==> config.mk <==
export PLATFORM = sky130hd
export DESIGN_NAME = aes_ctr_feed
export DESIGN_NICKNAME = d
export VERILOG_FILES = /design/src/rtl/aes_pkg.sv /design/src/rtl/aes_fifo.sv /design/src/rtl/aes_ctr_feed.sv
export SDC_FILE = /design/constraint.sdc
export NUM_CORES = 2
export LEC_CHECK = 0
export ABC_AREA = 1
export BUFFER_PORTS_ARGS = -buffer_cell sky130_fd_sc_hd__buf_2
export CAP_MARGIN = 10
export CORE_ASPECT_RATIO = 0.7
export CORE_MARGIN = 5
export CORE_UTILIZATION = 55
export CTS_CLUSTER_DIAMETER = 50
export CTS_CLUSTER_SIZE = 14
export DETAILED_ROUTE_END_ITERATION = 6
export PLACE_DENSITY = 0.73
export SLEW_MARGIN = 10
export SYNTH_ARGS = -nofsm -noshare
export SYNTH_HDL_FRONTEND = slang
export SYNTH_HIERARCHICAL = 1
export SYNTH_SLANG_ARGS = --single-unit
==> constraint.sdc <==
create_clock -name clk -period 12.4 [get_ports clk]
set_clock_uncertainty 0.05 [all_clocks]
set_input_delay 2.48 -clock clk [delete_from_list [all_inputs] [get_ports clk]]
set_output_delay 2.48 -clock clk [all_outputs]
set_load 0.01 [all_outputs]
==> src/rtl/aes_pkg.sv <==
// rtl/aes_pkg.sv - shared block type, feed state and counter increment (AES_CTR_FEED_INC128_EN selects 128-bit increment)
package aes_pkg;

   typedef logic [127:0] block_t;

   typedef enum logic {
      ST_IDLE  = 1'b0,
      ST_ARMED = 1'b1
   } feed_state_t;

   function automatic block_t ctr_inc(input block_t c);
`ifdef AES_CTR_FEED_INC128_EN
      return c + 128'd1;
`else
      // inc32: only the low word counts, the nonce part is left alone
      return {c[127:32], c[31:0] + 32'd1};
`endif
   endfunction

endpackage

==> src/rtl/aes_fifo.sv <==
// rtl/aes_fifo.sv - synchronous FIFO with count and empty flag; push and pop may coincide
module aes_fifo #(
   parameter int WIDTH = 128,
   parameter int DEPTH = 16
) (
   input  logic                   clk,
   input  logic                   rst,
   input  logic                   push,
   input  logic [WIDTH-1:0]       push_data,
   input  logic                   pop,
   output logic [WIDTH-1:0]       head,
   output logic [$clog2(DEPTH):0] count,
   output logic                   empty
);

   localparam int AW = $clog2(DEPTH);
   localparam logic [AW:0] FULL_COUNT = (AW+1)'(DEPTH);

   logic [WIDTH-1:0] mem [DEPTH];
   logic [AW-1:0]    rd_ptr;
   logic [AW-1:0]    wr_ptr;
   logic             do_push;
   logic             do_pop;

   assign empty   = (count == '0);
   assign head    = mem[rd_ptr];
   assign do_pop  = pop & ~empty;
   assign do_push = push & ((count != FULL_COUNT) | do_pop);

   always_ff @(posedge clk) begin
      if (do_push) begin
         mem[wr_ptr] <= push_data;
      end
   end

   always_ff @(posedge clk) begin
      if (rst) begin
         rd_ptr <= '0;
         wr_ptr <= '0;
         count  <= '0;
      end else begin
         if (do_push) begin
            wr_ptr <= wr_ptr + AW'(1);
         end
         if (do_pop) begin
            rd_ptr <= rd_ptr + AW'(1);
         end
         case ({do_push, do_pop})
            2'b10:   count <= count + (AW+1)'(1);
            2'b01:   count <= count - (AW+1)'(1);
            default: count <= count;
         endcase
      end
   end

endmodule

==> src/rtl/aes_ctr_feed.sv <==
// rtl/aes_ctr_feed.sv - CTR-mode flow-control wrapper around aes_encrypt (AES_CTR_FEED_INC128_EN: 128-bit counter)
module aes_ctr_feed
   import aes_pkg::*;
#(
   parameter int DEPTH = 16
) (
   input  logic         clk,
   input  logic         rst,
   input  logic         start,
   input  logic [127:0] iv,
   input  logic         in_valid,
   output logic         in_ready,
   input  logic [127:0] in_data,
   output logic         load,
   output logic [127:0] pt,
   input  logic [127:0] ct,
   input  logic         valid,
   output logic         out_valid,
   input  logic         out_ready,
   output logic [127:0] out_data,
   output logic         idle,
   output logic         err
);

   localparam int CW = $clog2(DEPTH) + 1;
   localparam logic [CW-1:0] FULL_CREDITS = CW'(DEPTH);

   feed_state_t   state;
   block_t        ctr;
   logic [CW-1:0] credits;
   logic          err_q;
   logic          accept;
   logic          out_pop;
   logic          ret_push;
   logic          start_ok;
   block_t        pt_head;
   block_t        res_head;
   logic          pt_empty;
   logic          res_empty;
   logic [CW-1:0] pt_count;
   logic [CW-1:0] res_count;
   logic          unused_counts;

   // Credits cover both FIFOs, so the result FIFO can always absorb what the unstallable core returns
   assign idle      = (credits == FULL_CREDITS);
   assign in_ready  = (state == ST_ARMED) && (credits != '0) && !start;
   assign accept    = in_valid & in_ready;
   assign load      = accept;
   assign pt        = ctr;
   assign out_valid = ~res_empty;
   assign out_data  = res_head;
   assign out_pop   = out_valid & out_ready;
   assign ret_push  = valid & ~pt_empty;
   assign start_ok  = start & idle;
   assign err       = err_q;
   assign unused_counts = ^{pt_count, res_count};

   always_ff @(posedge clk) begin
      if (rst) begin
         state   <= ST_IDLE;
         ctr     <= '0;
         credits <= FULL_CREDITS;
         err_q   <= 1'b0;
      end else begin
         case (state)
            ST_IDLE:  if (start_ok) state <= ST_ARMED;
            ST_ARMED: state <= ST_ARMED;
         endcase

         if (start_ok) begin
            ctr <= iv;
         end else if (accept) begin
            ctr <= ctr_inc(ctr);
         end

         case ({accept, out_pop})
            2'b10:   credits <= credits - CW'(1);
            2'b01:   credits <= credits + CW'(1);
            default: credits <= credits;
         endcase

         if (valid & pt_empty) begin
            err_q <= 1'b1;
         end
      end
   end

   aes_fifo #(
      .WIDTH (128),
      .DEPTH (DEPTH)
   ) u_pt_fifo (
      .clk       (clk),
      .rst       (rst),
      .push      (accept),
      .push_data (in_data),
      .pop       (ret_push),
      .head      (pt_head),
      .count     (pt_count),
      .empty     (pt_empty)
   );

   aes_fifo #(
      .WIDTH (128),
      .DEPTH (DEPTH)
   ) u_res_fifo (
      .clk       (clk),
      .rst       (rst),
      .push      (ret_push),
      .push_data (ct ^ pt_head),
      .pop       (out_pop),
      .head      (res_head),
      .count     (res_count),
      .empty     (res_empty)
   );

endmodule

### Word-level counts from Yosys, hierarchy flattened

Memories as Yosys holds them, arrays and structs flattened. A register that Yosys moved wholly into a read port is not among the register bits.
Cells that the tools add are included.

| word-level totals | value |
|---|---|
| input bits | 390 |
| flip-flop bits (word level) | 161 |
| bits in writable memories | 4096 |
| word-level logic and storage cells | 73 |
| output and inout bits | 261 |
| memories kept | 2 |

Memories:

| name | words | width | rd ports | clocked after memory_dff | write ports | line | RTL |
|---|---|---|---|---|---|---|---|
| u_pt_fifo.mem | 16 | 128 | 1 | 1 | 1 | aes_fifo.sv:19 | `logic [WIDTH-1:0] mem [DEPTH];` |
| u_res_fifo.mem | 16 | 128 | 1 | 1 | 1 | aes_fifo.sv:19 |  |

| cells by class | value |
|---|---|
| eq/ne operators | 9 |
| reduce and logical (&&, ||, !) cells | 10 |
| mux-type cells | 15 |
| bitwise logic cells | 15 |
| add/subtract/negate cells | 11 |

Operators by type and width:

| kind | number |
|---|---|
| $mux 128 | 1 |
| $xor 128x128->128 | 1 |
| $add 32x1->32 const B | 1 |
| $mux 32 | 1 |
| $pmux 5 s2 | 3 |
| $add 4x1->4 const B | 4 |
| $mux 4 | 4 |
| $add 5x1->5 const B | 3 |
| $sub 5x1->5 const B | 3 |
| $logic_not 5->1 | 2 |
| $ne 5x5->1 const B | 2 |
| $and 1x1->1 | 9 |
| $reduce_bool 2->1 | 4 |
| $eq 2x1->1 const B | 3 |
| $eq 2x2->1 const B | 3 |
| $eq 5x5->1 const B | 1 |
| $mux 1 | 5 |
| $reduce_bool 5->1 | 1 |
| $not 1->1 | 3 |
| $logic_and 1x1->1 | 2 |
| $or 1x1->1 | 2 |
| $pmux 1 s2 | 1 |
| $logic_not 1->1 | 1 |

### Logic depth before layout (Yosys ltp)

| logic depth | value |
|---|---|
| depth after elaboration | 8 |
| mapped depth | 17 |
| mapped depth without buffers | 17 |

### By module

Netlist, hierarchy kept.

By module, submodules not included:

| module | seq. area each (um^2) | instances | area an instance (um^2) | cells each |
|---|---|---|---|---|
| aes_fifo at u_pt_fifo | 61839.3 | 1 | 80786.2 | 6063 |
| aes_fifo at u_res_fifo | 61839.3 | 1 | 80651.1 | 6025 |
| aes_ctr_feed | 2702.6 | 1 | 7289.5 | 1029 |

### Worst setup path before layout

Ideal clock, no wire load.

| timing | value |
|---|---|
| kind | input port to flip-flop |
| start | input port valid |
| end | memory u_pt_fifo.mem[10][0] (enable) |
| arrival time | 12.074 ns |
| library setup time | 0.773 ns |
| stages | 7 |
| setup slack | -0.497 ns |
| cells stage by stage | inv_1 -> nor2_1 -> nor2_1 -> nand3_1 -> nand2_1 -> clkbuf_1 -> nor3_1 |

| between the ends | value |
|---|---|
| cells in the longest elaborated chain, start to end | 6 |

Ends and longest elaborated chain:

| element | line | RTL |
|---|---|---|
| from (decl) | aes_ctr_feed.sv:17 | `input logic valid,` |
| $and 1x1->1 | aes_ctr_feed.sv:53 | `assign ret_push = valid & ~pt_empty;` |
| via ret_push | aes_ctr_feed.sv:34 | `logic ret_push;` |
| $and 1x1->1 | aes_fifo.sv:27 | `assign do_pop = pop & ~empty;` |
| $or 1x1->1 | aes_fifo.sv:28 | `assign do_push = push & ((count != FULL_COUNT) \| do_pop);` |
| $and 1x1->1 | aes_fifo.sv:28 |  |
| $mux 1 | aes_fifo.sv:31 | `if (do_push) begin` |
| $mux 1 (implied by the code) | aes_fifo.sv:32 | `mem[wr_ptr] <= push_data;` |
| to (decl) | aes_fifo.sv:19 |  |

The timed path passes the listed nets, and every way through them passes these cells.

==> key figures <==
Power
  • VDD IR max: between 200 and 250 uV
  • Pint: 26.0 mW
  • Cell Pwr Density: around 210 mW/mm2
  • Sw Ratio: about a third
  • Pleak: 61.4 nW
  • Power share of the sequential group: a little under half
  • NetSw: 12.8 mW
  • Logic pwr share: 25.8%
  • Clock power share: 27.0%

Cells and area
  • Share of layout cells above drive strength 1: around a tenth
  • Nets: 13.8k
  • Fill cells: between 20k and 25k
  • Non-Filler Instances: 17.6k
  • Most common cell after layout, fill and taps aside: edfxtp_1
  • Most frequent cells in the layout: edfxtp_1 (4096), nor2_1 (2761), o21ai_0 (1929)
  • Layout area overhead: 9.84%

GRT
  • Initial antenna violation count: between 100 and 150
  • Vias in the first global route: roughly 100k
  • Grt total ovfl: 0
  • First-pass GRT wire length: approximately 700 mm
  • Pin count of the biggest net entering global routing: 268
  • GRT Util Overall: 29.0%

Synthesis
  • Post-synthesis cell count: about 13k
  • Syn Nets: about 14k
  • Mapped cell area: 0.169 mm2
  • Area leader, netlist: edfxtp_1
  • Synthesized area per cell: around 13 um2
  • Synth area leaders: edfxtp_1 (73%), nor2_1 (6.1%), o21ai_0 (5.7%)
  • Synth warn: 6
  • Seq/Total Area, Yosys: between 70% and 80%
  • Post-synth top area share: 72.9%
  • Flops & latches, synth: 4265
  • Synth unique cells: 37

Worst setup path
  • Top cell by count, worst path: buf_4
  • CP Capture Type: output pin
  • CP top delay family: buffers and inverters
  • CP max FO: ~220
  • CP max stage delay: between 0.9 and 1 ns
  • Crit path DAT: 5.88 ns
  • Class of the most critical setup path: register to output pin
  • Startpoint types: register
  • Worst path bufs/invs: 5
  • Slowest-stage cell, CP: buf_4
  • WP data required: 9.87 ns
  • Worst-path cell chain: buf_12 -> buf_4 -> buf_4 -> buf_4 -> o21ai_0 -> o211ai_1 -> nand3_1 -> nand2_1 -> buf_2

Timing
  • Unrepaired setup endpoints after global routing: false
  • Final hold viol count: 0
  • Worst Tran Pin Value: 1.44 ns
  • Post-layout worst setup margin: approximately 4.0 ns
  • Crit share post-route: between 60 and 70%
  • Max Slew Vio Count: 0
  • Final setup fails: 0
  • Rel. slew slack: 4.11%
  • Tmin final: 8.41 ns
  • F_max: 119 MHz

Floorplanning
  • Chip width: between 600 and 700 um
  • Die area: 0.318 mm2
  • Row count: 170
  • Die Height: 473 um
  • Area of the core: 0.306 mm2
  • Top Ports: approximately 650
  • Initial Util: 55.1%

Routing
  • Vias: 109k
  • Vias per inst: 6.20
  • Post-route ant nets: 0
  • DR DRC count: 0
  • Routed WL: 474 mm
  • DR iter-0 viols: 15.8k
  • Drt pass-1 iters: 6
  • Routed length per placed instance: 26.9 um

Clock tree
  • CTS tree: built
  • Clock-pin slew on the worst setup and hold paths: 0.06 ns
  • Root Driver: clkbuf_16
  • Clock Latency Late Sink: 0.90 ns
  • H-Tree Depth: 5
  • Hold-fix buffers, CTS: 0
  • CTS Buf Count: 365
  • Clk buf depth: 4
  • Post-CTS Resized: 0
  • Post-CTS setup buffers: 0
  • Clock Sinks: 4265

Status
  • Outcome: complete, no violations

Job
  • Max-cap check violation count: 0

Placed design
  • # placed instances: around 17k
  • HPWL Detailed: 252 mm
  • Routability Congestion: roughly 0.85
  • DP Worst Slack: about 5.0 ns
  • Port Buf Inserts: 650

Hold path
  • Worst min path class: register to register
## kinds of logic (layout without fill, tap and decap cells)
logic type                 after synthesis  in the layout  share of synthesized area [%]
and+or+nand+nor                       4279           4279                           9.90
DFF                                   4265           4265                           74.9
AOI/OAI and AO/OA                     3342           3342                           11.4
buffers and inverters                 1064           1487                           2.91
xor gates and xnor gates               143            143                          0.742
adders and majority gates               24             24                          0.191
other                                    0             47                              0
## cell type report
type / count / area (um2) / share of cell area, %
well taps: 4042 / 5060 / 2.73
clock inverters: 67 / 636 / 0.343
diodes: 47 / 118 / 0.0635
inverters: 160 / 671 / 0.362
repair buffers: 833 / 5150 / 2.78
multi-input cells: 7788 / 37700 / 20.4
flip-flops and latches: 4265 / 126000 / 68.2
clock buffers: 427 / 9560 / 5.16
## power by group through the flow
stage          Clock [mW]  Sequential, mW  Combinational, mW
6_report             10.5            18.3               10.0
5_1_grt              11.2            18.4               10.9
4_1_cts              10.6            18.3               9.94
3_5_place_dp            0            18.6               9.89
3_3_place_gp            0            18.6               9.72
2_1_floorplan           0            18.8               5.87
## state kept, by name, indices dropped and copies added (netlist names), named ones only
register           count
credits                5
err                    1
pt                   128
state                  1
u_pt_fifo/count        5
u_pt_fifo/mem       2048
u_pt_fifo/rd_ptr       4
u_pt_fifo/wr_ptr       4
u_res_fifo/count       5
u_res_fifo/mem      2048
u_res_fifo/rd_ptr      4
u_res_fifo/wr_ptr      4
## worst reg2reg max path, stage by stage (launching register included)
cell	delay, ns
dfxtp_4	0.80
buf_4	0.85
buf_4	0.75
buf_4	0.80
buf_4	0.87
o21ai_0	0.27
o22ai_1	0.22
nand2_1	0.07
nand2_1	0.10
nand2_1	0.05
nand2_1	0.38
xor2_1	0.92
## worst paths after layout
path,from,endpoint,slack [ns],cells past startpoint
hold / removal,state,state,0.42,2
hold reg to reg,state,state,0.42,2
setup reg to reg,register,u_res_fifo/mem[4][93],5.90,11
setup / recovery,register,out_data[84],3.99,9
## routing by layer
metal	GRT usage, %	wire length, um	vias up
met4	12.5	22400	16
li1	-	-	48400
met3	5.27	51900	854
met1	42.9	190000	53600
met5	0	111	-
met2	42.7	210000	6500
## stage by stage
step / util [%] / instance area (um2) / power (mW) / hold WS (ns) / TNS [ns]
after global placement: 57.2 / 175000 / 28.4 / 0.403 / 0
final: 60.6 / 185000 / 38.8 / 0.421 / 0
after floorplan: - / 169000 / 24.6 / 0.386 / -1181.13
after detailed placement: 57.2 / 175000 / 28.5 / 0.401 / 0
after global routing: 60.5 / 185000 / 40.5 / 0.448 / 0
after CTS: 60.5 / 185000 / 38.8 / 0.420 / 0
## cells in the mapped netlist (all sizes together)
master / instances
xor2: 140
a21o: 1
o221ai: 237
fa: 3
nand2: 1053
a21boi: 1
dfxtp: 169
nand4: 3
clkbuf: 469
edfxtp: 4096
o22ai: 289
inv: 160
buf: 435
o21ai: 2282
xnor2: 3
a31oi: 5
nor3: 30
o211ai: 467
ha: 21
nand3: 413
a21oi: 60
nand3b: 4
nor2: 2770
or2: 6
Power figures use the tool's default switching activity.
